--- src/rtl/pipeline_hazard_ctrl.sv ---
// Pipeline hazard controller: load-use stalls, jump/branch flushes and data-memory
// freeze with a timeout watchdog, plus saturating stall/flush performance counters.
//
// state | meaning
// RUN   | normal operation, no outstanding memory wait
// WAIT  | data memory access pending, wait_cnt counting wait cycles
// ERR   | memory timed out; pipeline frozen until rst
module pipeline_hazard_ctrl (
  input  logic        clk,
  input  logic        rst,
  input  logic [4:0]  id_rs1,
  input  logic [4:0]  id_rs2,
  input  logic        id_use_rs1,
  input  logic        id_use_rs2,
  input  logic [4:0]  ex_rd,
  input  logic        ex_is_load,
  input  logic        jb,
  input  logic        mem_req,
  input  logic        mem_ready,
  input  logic        clr_cnt,
  output logic        stall_pc,
  output logic        stall_d,
  output logic        flush_d,
  output logic        bubble_e,
  output logic        hold_e,
  output logic        hold_m,
  output logic        mem_timeout,
  output logic [15:0] stall_cnt,
  output logic [15:0] flush_cnt
);

  typedef enum logic [1:0] {
    ST_RUN  = 2'd0,
    ST_WAIT = 2'd1,
    ST_ERR  = 2'd2
  } state_t;

  state_t      state_q, state_d;
  logic [7:0]  wait_cnt_q, wait_cnt_d;
  logic        mem_timeout_q, mem_timeout_d;
  logic [15:0] stall_cnt_q, stall_cnt_d;
  logic [15:0] flush_cnt_q, flush_cnt_d;

  logic load_use;
  logic freeze;

  assign load_use = ex_is_load && (ex_rd != 5'd0) &&
                    ((id_use_rs1 && (id_rs1 == ex_rd)) ||
                     (id_use_rs2 && (id_rs2 == ex_rd)));
  assign freeze   = (mem_req && !mem_ready) || (state_q == ST_ERR);

  always_ff @(posedge clk) begin
    if (rst) begin
      state_q       <= ST_RUN;
      wait_cnt_q    <= 8'd0;
      mem_timeout_q <= 1'b0;
      stall_cnt_q   <= 16'd0;
      flush_cnt_q   <= 16'd0;
    end else begin
      state_q       <= state_d;
      wait_cnt_q    <= wait_cnt_d;
      mem_timeout_q <= mem_timeout_d;
      stall_cnt_q   <= stall_cnt_d;
      flush_cnt_q   <= flush_cnt_d;
    end
  end

  // The RUN->WAIT cycle is wait cycle 0, so ERR is entered after wait_cnt 255.
  always_comb begin
    state_d    = state_q;
    wait_cnt_d = wait_cnt_q;
    case (state_q)
      ST_RUN: begin
        wait_cnt_d = 8'd0;
        if (mem_req && !mem_ready) state_d = ST_WAIT;
      end
      ST_WAIT: begin
        if (mem_ready || !mem_req)     state_d = ST_RUN;
        else if (wait_cnt_q == 8'd255) state_d = ST_ERR;
        else                           wait_cnt_d = wait_cnt_q + 8'd1;
      end
      ST_ERR:  state_d = ST_ERR;
      default: state_d = ST_RUN;
    endcase
    mem_timeout_d = mem_timeout_q || (state_d == ST_ERR);
  end

  // A jb seen while frozen is ignored: EX is held, so the branch is re-presented later.
  always_comb begin
    stall_pc = 1'b0;
    stall_d  = 1'b0;
    flush_d  = 1'b0;
    bubble_e = 1'b0;
    hold_e   = 1'b0;
    hold_m   = 1'b0;
    if (freeze) begin
      stall_pc = 1'b1;
      stall_d  = 1'b1;
      hold_e   = 1'b1;
      hold_m   = 1'b1;
    end else if (jb) begin
      flush_d  = 1'b1;
      bubble_e = 1'b1;
    end else if (load_use) begin
      stall_pc = 1'b1;
      stall_d  = 1'b1;
      bubble_e = 1'b1;
    end
  end

  always_comb begin
    stall_cnt_d = stall_cnt_q;
    flush_cnt_d = flush_cnt_q;
    if (clr_cnt) begin
      stall_cnt_d = 16'd0;
      flush_cnt_d = 16'd0;
    end else begin
      if (stall_pc && (stall_cnt_q != 16'hFFFF)) stall_cnt_d = stall_cnt_q + 16'd1;
      if (flush_d && (flush_cnt_q != 16'hFFFF)) flush_cnt_d = flush_cnt_q + 16'd1;
    end
  end

  assign mem_timeout = mem_timeout_q;
  assign stall_cnt   = stall_cnt_q;
  assign flush_cnt   = flush_cnt_q;

endmodule

--- config.mk ---
export PLATFORM = sky130hd
export DESIGN_NAME = pipeline_hazard_ctrl
export DESIGN_NICKNAME = d
export VERILOG_FILES = /design/src/rtl/pipeline_hazard_ctrl.sv
export SDC_FILE = /design/constraint.sdc
export NUM_CORES = 1
export LEC_CHECK = 0
export ABC_AREA = 1
export BUFFER_PORTS_ARGS = -buffer_cell sky130_fd_sc_hd__buf_2
export CAP_MARGIN = 20
export CORE_ASPECT_RATIO = 1.4
export CORE_UTILIZATION = 35
export CTS_CLUSTER_DIAMETER = 50
export DETAILED_ROUTE_END_ITERATION = 12
export PLACE_DENSITY_LB_ADDON = 0.08
export SYNTH_ARGS = -nofsm -noshare
export SYNTH_HDL_FRONTEND = slang
export SYNTH_SLANG_ARGS = --single-unit
--- constraint.sdc ---
create_clock -name clk -period 1.9 [get_ports clk]
set_input_delay 0 -clock clk [delete_from_list [all_inputs] [get_ports clk]]
set_output_delay 0 -clock clk [all_outputs]
set_load 0.05 [all_outputs]
==> results.txt, run 1 <==
After detailed routing, the total wire length is 6047 um. The largest stage delay on the critical path works out to 340 ps. The number of endpoints with negative hold slack in the final report was 0.

Summed over all layers, the global routing overflow is 0. The netlist uses 31 different library cells. Detailed routing placed a total of 206 um of wire on met3. The final critical path time including I/O delays and setup was 1688 ps. Along the worst path, the maximum fanout reaches 34.

CTS built an H-tree with a depth of 2. Dividing the detail-routed wire length by the instance count gives 10.74 um. A synthesized cell averages 6.369 um^2. The number of global-route vias before repair is 2443. In the final routing, the length of wire on met1 measures 2725 um. The cell count after synthesis came out at 399. The run gives 211.5 ps as the final worst-path setup slack.

Measured along the x axis, the die boundary spans 74.02 um. The tools report the count of pins over their slew limit as 0. Once placement completed, the tool counted placed cells totaling 554. On the final layout, the worst clock skew is 9.305 ps. For the worst setup path, the data arrival time is 1690 ps. Number of DRC markers in iteration 0: 90. The critical setup path kind is flip-flop to output port. The run finished with clean final reports.

The slowest stage of the critical path is the sky130_fd_sc_hd__buf_2 cell. Number of port buffers: 62. Detailed routing inserted a total of 2639 vias. Setup repair after global routing left no endpoint under its margin.

The routed design uses 3039 um of met2 wire. Once layout is complete, the utilization of the core stands at 44.00%. The number of iterations in the first detailed-routing pass was 4; the netlist area before placement was 0.002541 mm^2.

Antenna violation net count after detailed routing: 0. The critical path goes through inv_1, nand2_1, nand2_2, inv_1, nand2_4, buf_2. For the pin with the worst max-slew slack, the measured transition is 347.4 ps. CTS placed an instance of sky130_fd_sc_hd__clkbuf_8 at the clock tree root. Static timing analysis puts the maximum clock frequency at 592.2 MHz. The post-placement worst setup slack was 220.0 ps.

Counting the buffers created by CTS gives 5. The clock sink count is 43. The fraction of final layout cells with drive strength greater than 1 is 20.94%. The number of cells on the worst reg-to-reg path is 10, and the final cell count without fillers is 563. 63 I/O pins were placed.

Entering global routing, the biggest net connects 35 pins. Total negative setup slack: 0 ps. The worst hold path passes through 6 cells. DRC violations left: 0. The total power was 1.770 mW. TritonCTS built the clock tree. Once layout is done, the placed cells without fillers occupy 0.003072 mm^2. The cell area power density works out to 576.2 mW/mm^2. In this run the top signal layer used is met4. The longest clock path from root to sink contains 2 buffers.

For this run, the number of Yosys warnings is 0. The congestion estimate from routability-driven global placement came to 0.7944. The run gives 0.002950 mm^2 as the total placed instance area. The flip-flop and latch count after synthesis is 43. Type of destination of the critical path: an output port. The maximum vdd ir drop was 0.0003073 V.

First-pass GRT wire length: 10480 um. The overall die height is 102.8 um, and the area added between synthesis and finish is 20.88%. Summed over all nets, the half-perimeter wirelength after detailed placement is 4581 um.

In this run the static leakage power is 1.436 nW. Insertion delay of the later-clocked pin in the worst-skew pair: 300 ps. Dividing the detail-routed via count by the number of cells gives 4.687. Clock transition at the register clock pins on the worst setup and hold paths after CTS: 80 ps. The required time of the critical path was 1900 ps; the core box area was 0.006982 mm^2. The number of nets handed over by synthesis was 426. Counting the fill cells in the layout gives 776.

The floorplan step defined a die boundary enclosing 0.007610 mm^2. The cell that appears most often on the critical path is sky130_fd_sc_hd__inv_1. STA classifies the critical path startpoint as a flip-flop. Final hold slack: 121.0 ps. The total setup violations reported at the end of the flow was 0; the number of antenna violations at the first check in global routing was 0. Measured against its own limit, the worst slew margin works out to 76.63%. The initialized floorplan defines 36 standard-cell rows.

The all-layer global routing usage is 17.30%, and the share of the clock period used by the worst path is 88.87%. The final net count came out at 494. Kind of path behind the tightest hold check: input pin to flip-flop. The fraction of the yosys area taken by sequential cells came out at 33.87%.

For this configuration, the core starts out at a cell density of 36.40%. Once the clock tree was built, the setup fixing pass inserted 0 buffers. The repair_antennas step left the layout with diodes totalling 0. Max-cap violations in this run came to 0.
-- layout make-up --
cell class | instances | area (um^2) | share of cell area (%)
Clock buffer | 7 | 96.34 | 3.136
Clock inverter | 1 | 7.507 | 0.2444
Inverter | 54 | 202.7 | 6.599
Multi-Input combinational cell | 292 | 1400 | 45.58
Sequential cell | 43 | 865.8 | 28.19
Tap cell | 95 | 118.9 | 3.870
Timing Repair Buffer | 71 | 380.4 | 12.38
-- worst max-delay path, delay by kind of cell, from the launching register on --
family        cells  cell delay (ps)
simple gates      3              520
flops             1              320
buf+inv           3              540
-- power by group --
part	total (mW)	switching (mW)	internal (mW)
logic	0.199	0.138	0.0605
registers	0.912	0.00548	0.907
clock network	0.659	0.328	0.331
total	1.77	0.472	1.30
-- cell families (layout without fill, tap and decap cells) --
kind of cell / count (synthesis) / in the layout / share of synthesized area (%)
AO/OA/AOI/OAI: 50 / 50 / 10.09
XOR/XNOR: 8 / 8 / 2.757
buffers and inverters: 64 / 133 / 11.52
adder cells (fa/ha/maj): 3 / 3 / 1.477
flip-flops: 43 / 43 / 33.88
AND/OR/NAND/NOR: 231 / 231 / 40.28
-- timing repair --
action,4_1_cts,5_1_grt
setup endpoints to repair,0,3
hold endpoints to repair,4,0
hold buffers,1,0
gates resized for setup,0,2
-- sequential cells by signal, indices dropped and copies added (netlist names) --
signal,flops
flush_cnt,16
mem_timeout,1
stall_cnt,16
state_q,2
wait_cnt_q,8
-- layer usage --
layer / global-route usage [%] / up-vias
met5: 0 / -
met4: 6.509 / 0
met3: 2.933 / 8
met2: 31.12 / 47
met1: 20.14 / 1180
li1: - / 1404
-- Yosys cell counts --
library cell / number / share of area (%)
sky130_fd_sc_hd__o21ai_0: 13 / 2.6
sky130_fd_sc_hd__nand3b_1: 1 / 0.30
sky130_fd_sc_hd__inv_1: 51 / 7.5
sky130_fd_sc_hd__nand3_2: 3 / 1.2
sky130_fd_sc_hd__nor4_2: 1 / 0.49
sky130_fd_sc_hd__o21ai_1: 1 / 0.20
sky130_fd_sc_hd__o21bai_1: 1 / 0.30
sky130_fd_sc_hd__and2_1: 1 / 0.25
sky130_fd_sc_hd__xor2_1: 5 / 1.7
sky130_fd_sc_hd__nand3b_2: 1 / 0.44
sky130_fd_sc_hd__nand4_1: 7 / 1.7
sky130_fd_sc_hd__nor3_2: 1 / 0.39
sky130_fd_sc_hd__nand2_1: 102 / 15
sky130_fd_sc_hd__inv_2: 3 / 0.44
sky130_fd_sc_hd__nand3_1: 32 / 6.3
sky130_fd_sc_hd__a21oi_1: 33 / 6.5
sky130_fd_sc_hd__nand4_2: 1 / 0.49
sky130_fd_sc_hd__nor3b_1: 1 / 0.30
sky130_fd_sc_hd__xnor2_1: 3 / 1.0
sky130_fd_sc_hd__nor2_2: 1 / 0.25
sky130_fd_sc_hd__a31oi_1: 1 / 0.25
sky130_fd_sc_hd__nor4_1: 3 / 0.74
sky130_fd_sc_hd__buf_4: 6 / 1.8
sky130_fd_sc_hd__buf_6: 4 / 1.8
sky130_fd_sc_hd__nor2_1: 59 / 8.7
sky130_fd_sc_hd__or2b_1: 1 / 0.30
sky130_fd_sc_hd__nand2_2: 4 / 0.98
sky130_fd_sc_hd__a21o_1: 1 / 0.30
sky130_fd_sc_hd__dfxtp_1: 43 / 34
sky130_fd_sc_hd__nor3_1: 12 / 2.4
sky130_fd_sc_hd__ha_1: 3 / 1.5
-- final timing paths --
| check | slack, ps | endpoint | from |
|---|---|---|---|
| setup / recovery | 210 | stall_d | state_q[0]$_SDFF_PP0_ |
| hold / removal | 120 | state_q[0]$_SDFF_PP0_ | mem_ready |
| setup reg to reg | 240 | flush_cnt[12]$_SDFFE_PP0P_ | flush_cnt[0]$_SDFFE_PP0P_ |
| hold reg to reg | 460 | mem_timeout$_SDFF_PP0_ | mem_timeout$_SDFF_PP0_ |
-- cells in the final DEF (no fill, tap or decap), types with 3 or more instances in the layout --
cell type,Yosys,routed
sky130_fd_sc_hd__nand4_1,7,7
sky130_fd_sc_hd__clkbuf_8,0,7
sky130_fd_sc_hd__buf_2,0,62
sky130_fd_sc_hd__nand3_1,32,32
sky130_fd_sc_hd__nor4_1,3,3
sky130_fd_sc_hd__dfxtp_1,43,39
sky130_fd_sc_hd__a21oi_1,33,33
sky130_fd_sc_hd__inv_2,3,3
sky130_fd_sc_hd__nand2_1,102,102
sky130_fd_sc_hd__nor2_1,59,58
sky130_fd_sc_hd__ha_1,3,3
sky130_fd_sc_hd__nand3_2,3,3
sky130_fd_sc_hd__xor2_1,5,5
sky130_fd_sc_hd__xnor2_1,3,3
sky130_fd_sc_hd__inv_1,51,51
sky130_fd_sc_hd__nor3_1,12,12
sky130_fd_sc_hd__nand2_2,4,3
sky130_fd_sc_hd__dfxtp_2,0,4
sky130_fd_sc_hd__buf_4,6,8
sky130_fd_sc_hd__o21ai_0,13,13
(Power assumes the default switching activity.)
==> inputs of run 2 (changes only) <==
CORE_UTILIZATION = 40   (was 35)
RECOVER_POWER = 100   (was unset)
==> results.txt, run 2 (same netlist as run 1, synthesis figures left out) <==
The run finished with clean final reports. For the signal arrival time at the worst endpoint, the log shows 1880 ps (+190 ps). The critical path goes through ha_1, nand2_1, nor3_4, nand4_2, buf_4, or2b_1, inv_1, a21oi_1, nor2_1. The slowest cell on the critical path is sky130_fd_sc_hd__dfxtp_2. Number of DRC markers in iteration 0: 120 (+33%). The tools report the reg-to-reg endpoint as stall_cnt[3]$_SDFFE_PP0P_. The total setup violations reported at the end of the flow was 0 (unchanged). The detail-routed via count per cell works out to 4.855 (+3.6%). For the required time of the critical path, the log shows 2090 ps (+190 ps). The insertion delay of the later-clocked pin in the worst-skew pair was 290 ps (about the same); the top-level I/O count was 63 (unchanged). Routability congestion estimate: 0.7799 (-1.8%).

The run gives 0 ps (unchanged) as the total negative setup slack. The all-layer global routing usage was 17.92% (+0.61 points). The aggregate routed wire length came out at 5804 um (-4.0%). The width of the die works out to 69.37 um (-6.3%). The tools report the worst max-slew margin expressed relative to the limit as 58.66% (-18 points). The number of placement rows was 34 (-5.6%); the number of H-tree branching levels was 2 (unchanged).

The cell family contributing the most delay on the critical path is simple AND/OR/NAND/NOR gates. The count of pins over their slew limit is 0 (unchanged), and the wire length on met2 is 2937 um (-3.4%). The setup path with the least slack is of type flip-flop to flip-flop. The number of cells on the worst reg-to-reg path was 9 (-1).

The run gives 0 (unchanged) as the number of endpoints with negative hold slack in the final report. The first-pass GRT wire length is 9846 um (-6.1%), and the final net count is 492 (-0.40%). The library cell used most frequently in the layout, excluding fill and tap cells, is sky130_fd_sc_hd__nand2_1. The path with the worst hold slack has its endpoint at state_q[0]$_SDFF_PP0_. The clock sink count was 43 (unchanged); the DRC violations left was 0 (unchanged). The fraction of the core area covered by cells at the end of the flow was 48.36% (+4.4 points).

The static leakage is 1.288 nW (-10%), and the number of buffers inserted to repair setup after CTS is 0 (unchanged). For the maximum vdd ir drop, the log shows 0.0003725 V (+21%). STA classifies the critical path startpoint as a flip-flop. Largest stage delay on the critical path: 370 ps (+30 ps). In the layout the commonest cells are sky130_fd_sc_hd__nand2_1, sky130_fd_sc_hd__nor2_1, sky130_fd_sc_hd__inv_1.

The share of the clock period used by the worst path works out to 89.02% (+0.15 points). TritonCTS built the clock tree. The total CTS buffers was 5 (unchanged); the core box area was 0.006168 mm^2 (-12%).

The overall die height is 96.31 um (-6.3%), and the buffers plus inverters on the worst setup path is 2 (-1). The post-DP HPWL came out at 4360 um (-4.8%). The tools report the setup slack of the most critical reg-to-reg path as 210 ps (-30 ps).

The slew at the pin with the worst max-slew slack works out to 622.7 ps (+275.4 ps). The clock transition at the register clock pins on the worst setup and hold paths after CTS works out to 80 ps (about the same). The number of vias in the routed layout was 2607 (-1.2%). The number of violations of the max-capacitance limit is 0 (unchanged), and the final critical path time including I/O delays and setup is 1691 ps (+2.907 ps). The effective utilization at floorplan was 41.20% (+4.8 points). Setup repair after global routing left no endpoint under its margin. The tools report the number of iterations in the first detailed-routing pass as 4 (unchanged).

The wire length per cell after detailed routing was 10.81 um (+0.63%). The area added between synthesis and finish was 17.38%. The worst hold path belongs to the class input pin to flip-flop. The antenna violation net count after detailed routing was 0 (unchanged).

The highest metal layer with signal wires is met4. The length of routed wiring on met1 is 2568 um (-5.8%), and the peak fanout along the critical path is 12 (-65%). The tools report the number of antenna violations at the first check in global routing as 0 (unchanged). Origin of the critical flop-to-flop path: stall_cnt[0]$_SDFFE_PP0P_. The tools report the start point of the worst min-delay path as mem_ready. For the number of buffers between clock root and the deepest sink, the log shows 2 (unchanged).

The root cell of the clock tree was sky130_fd_sc_hd__clkbuf_8. The residual overflow from global routing is 0 (unchanged). Number of global-route vias before repair: 2274 (-6.9%). The worst hold path cell count was 6 (unchanged). The clock tree skew after final layout was 5.362 ps (-3.943 ps). Fmax: 591.2 MHz (-0.17%). STA classifies the critical path endpoint as a flip-flop. The largest net degree at the start of global routing is 35 (unchanged). The number of port buffers was 62 (unchanged); the cell area power density was 606.6 mW/mm^2 (+5.3%). The fraction of final layout cells with drive strength greater than 1 was 10.97% (-10 points); the count of antenna diodes in the layout was 0 (unchanged).

The overall die area was 0.006681 mm^2 (-12%); the met3 routed wirelength was 215 um (+4.4%).
-- run 2: worst max-delay path by stage --
stage	start	to	slack [ps]	cells after the start
global route	flush_cnt[1]$_SDFFE_PP0P_	flush_cnt[12]$_SDFFE_PP0P_	30	10
global placement	stall_cnt[0]$_SDFFE_PP0P_	stall_cnt[3]$_SDFFE_PP0P_	190	9
detailed placement	stall_cnt[0]$_SDFFE_PP0P_	stall_cnt[3]$_SDFFE_PP0P_	160	9
finish	stall_cnt[0]$_SDFFE_PP0P_	stall_cnt[3]$_SDFFE_PP0P_	210	9
floorplan	stall_cnt[3]$_SDFFE_PP0P_	stall_cnt[4]$_SDFFE_PP0P_	90	8
CTS	stall_cnt[0]$_SDFFE_PP0P_	stall_cnt[3]$_SDFFE_PP0P_	150	9
-- run 2: where the power goes --
group | total, mW | switching [mW] | internal (mW)
Combinational | 0.200 | 0.138 | 0.0621
Sequential | 0.912 | 0.00551 | 0.906
Clock | 0.697 | 0.312 | 0.386
-- run 2: final cells by class --
cell class,instances,area [um^2]
fillers,674,3186
multi-input cells,292,1391
flip-flops and latches,43,864.6
repair buffers,69,331.6
inverters,54,202.7
well taps,72,90.09
clock buffers,6,72.57
clock inverters,1,30.03
-- run 2: stage by stage --
step	area, um^2	setup slack (ps)	hold slack (ps)	std cells	power [mW]
after floorplan	2551	85.67	69.07	399	1.082
after global placement	2919	188.5	256.4	529	1.136
after detailed placement	2919	155.1	264.0	529	1.138
after CTS	3032	150.4	123.2	537	1.844
after global routing	2983	32.51	209.8	537	1.886
final	2983	208.6	131.9	537	1.809
-- run 2: worst register-to-register path, delay by kind of cell (launching register included) --
kind,cells,cell delay (ps)
buffers and inverters,2,240
flip-flops,1,370
adder cells (fa/ha/maj),1,170
AND/OR/NAND/NOR,5,700
AO/OA/AOI/OAI,1,130
-- run 2: routing by layer --
metal	up-vias	track usage (%)
met5	-	0
met4	0	5.612
met3	8	2.932
met2	50	34.14
met1	1141	20.31
li1	1408	-
-- run 2: timing repair --
item / CTS / global route
hold buffers: 1 / 0
endpoints found under the setup margin: 0 / 1
gates resized for setup: 0 / 1
endpoints found under the hold margin: 4 / 0
==> inputs of run 3 (changes only) <==
==> constraint.sdc (replaced) <==
create_clock -name clk -period 1.9 [get_ports clk]
set_input_delay 0.095 -clock clk [delete_from_list [all_inputs] [get_ports clk]]
set_output_delay 0.095 -clock clk [all_outputs]
set_load 0.05 [all_outputs]
==> results.txt, run 3 (same netlist as run 1, synthesis figures left out) <==
The largest stage delay on the critical path was 380 ps (about the same). The tightest min-delay check is of the input pin to flip-flop type. The share of the clock period used by the worst path was 91.54% (+2.5 points); the overall die area was 0.006681 mm^2 (unchanged).

For the first-pass GRT wire length, the log shows 9970 um (+1.3%). Overall die height: 96.31 um (unchanged). Leaving out fill and tap cells, the most frequent cell in the layout is sky130_fd_sc_hd__nand2_1.

The maximum vdd ir drop was 0.0002867 V (-23%). The run gives 2 (unchanged) as the number of buffers between clock root and the deepest sink. The count of antenna diodes in the layout is 0 (unchanged), and the number of iterations in the first detailed-routing pass is 4 (unchanged). The run gives 41.20% (unchanged) as the effective utilization at floorplan. For the number of placement rows, the log shows 34 (unchanged). The launching element type of the critical path was a flip-flop.

For the number of vias in the routed layout, the log shows 2642 (+1.3%). Fmax: 575.0 MHz (-2.7%). The slew at the pin with the worst max-slew slack was 659.1 ps (+36.31 ps); the number of endpoints with negative hold slack in the final report was 0 (unchanged).

CTS placed an instance of sky130_fd_sc_hd__clkbuf_8 at the clock tree root. The area of all placed cells without fillers came out at 0.002949 mm^2 (-1.1%). The total setup violations reported at the end of the flow was 0 (unchanged); the count of pins over their slew limit was 0 (unchanged). The area added between synthesis and finish is 16.05%.

The clock sink count was 43 (unchanged); the largest net degree at the start of global routing was 27 (-23%). TritonCTS built the clock tree. For the routability congestion estimate, the log shows 0.8281 (+6.2%).

The residual overflow from global routing was 0 (unchanged); the final critical path time including I/O delays and setup was 1739 ps (+47.78 ps). The run gives 491 (-0.20%) as the final net count. The tools report the total negative setup slack as 0 ps (unchanged). The top-level I/O count is 63 (unchanged).

The number of antenna violations at the first check in global routing is 0 (unchanged), and the required time of the critical path is 2090 ps (about the same). The run gives 1.697 mW (-6.2%) as the total power. The insertion delay of the later-clocked pin in the worst-skew pair came out at 290 ps (about the same).

Cell count after placement: 529 (unchanged). The type of destination of the critical path is a flip-flop. The post-cts hold buffer count was 0 (-1). The number of DRC markers in iteration 0 came out at 68 (-43%). Traced cell by cell, the critical path runs through ha_1, nand3_1, nor2_1, nand3_1, nand2_1, clkbuf_2, nor3_1, o21ai_0, nor2_1.

Number of global-route vias before repair: 2364 (+4.0%). The number of H-tree branching levels is 2 (unchanged), and the clock transition at the register clock pins on the worst setup and hold paths after CTS is 90 ps (about the same). The number of port buffers came out at 62 (unchanged).

Setup repair after global routing left no endpoint under its margin. The total CTS buffers was 5 (unchanged); the all-layer global routing usage was 18.34% (+0.42 points). The detail-routed via count per cell works out to 4.920 (+1.3%).

The total placed instance area was 0.002919 mm^2 (unchanged); the peak fanout along the critical path was 14 (+2). The cell area power density is 575.6 mW/mm^2 (-5.1%), and the final cell count without fillers is 537 (unchanged). The fraction of final layout cells with drive strength greater than 1 was 11.40% (+0.43 points).

For the aggregate routed wire length, the log shows 5913 um (+1.9%). The clock tree skew after final layout was 5.007 ps (-0.3554 ps); the width of the die was 69.37 um (unchanged). Slowest cell on the critical path: sky130_fd_sc_hd__dfxtp_1. The cell family contributing the most delay on the critical path is simple AND/OR/NAND/NOR gates.

Static leakage: 1.257 nW (-2.5%). In the layout the commonest cells are sky130_fd_sc_hd__nand2_1, sky130_fd_sc_hd__nor2_1, sky130_fd_sc_hd__inv_1. The wire length per cell after detailed routing was 11.01 um (+1.9%). The number of buffers inserted to repair setup after CTS is 0 (unchanged), and the core box area is 0.006168 mm^2 (unchanged).

The tools report the signal arrival time at the worst endpoint as 1930 ps (+50 ps). The flow ran to the end, and the final reports show no timing, DRC or antenna violations. The critical setup path kind is flip-flop to flip-flop. The run gives 0 (unchanged) as the antenna violation net count after detailed routing.

DRC violations left: 0 (unchanged). The worst max-slew margin expressed relative to the limit was 56.25% (-2.4 points). The number of violations of the max-capacitance limit is 0 (unchanged), and the buffers plus inverters on the worst setup path is 1 (-1).

The post-DP HPWL came out at 4549 um (+4.3%).
[run 3: cell count changes in the layout (fill, tap and decap cells not counted), sizes merged]
| cell | previous run | this run |
|---|---|---|
| clkinvlp | 0 | 1 |
| clkinv | 0 | 1 |
| dlygate4sd3 | 1 | 0 |
| bufinv | 1 | 0 |
| clkbuf | 45 | 47 |
| buf | 29 | 27 |
[run 3: path summary, 6_finish.rpt]
path,from,endpoint,slack (ps),cells after the start
worst min register to register,mem_timeout$_SDFF_PP0_,mem_timeout$_SDFF_PP0_,460,1
worst min-delay path,rst,wait_cnt_q[4]$_SDFFE_PP0P_,40,2
worst max-delay path,flush_cnt[0]$_SDFFE_PP0P_,flush_cnt[4]$_SDFFE_PP0P_,160,9
worst max register to register,flush_cnt[0]$_SDFFE_PP0P_,flush_cnt[4]$_SDFFE_PP0P_,160,9
[run 3: per-stage QoR]
step	hold WS, ps	util, %	worst slack (ps)
finish	44.71	47.81	160.8
global route	45.76	47.81	20.60
CTS	26.67	48.70	13.24
detailed placement	350.4	47.32	240.8
global placement	348.4	47.32	255.8
floorplan	164.1	-	85.67
[run 3: routing by layer]
metal	wire length (um)	global-route usage [%]
met4	78	7.483
met2	3087	35.68
met1	2560	19.21
met3	187	3.560
met5	0	0
[run 3: where the power goes]
part           switching, mW  total [mW]  internal [mW]
Combinational          0.138       0.199         0.0608
Sequential           0.00524       0.912          0.906
Clock                  0.329       0.587          0.258
Total                  0.473        1.70           1.22
[run 3: repair_timing]
action                     CTS  global route
setup endpoints to repair    0             3
resized for setup            0             2
hold endpoints to repair     0             0
[run 3: cell type report]
cell class	instances	area (um^2)
clock inverters	2	12.51
well taps	72	90.09
fillers	690	3219
repair buffers	68	316.6
clock buffers	6	72.57
flip-flops and latches	43	864.6
inverters	54	202.7
multi-input cells	292	1390
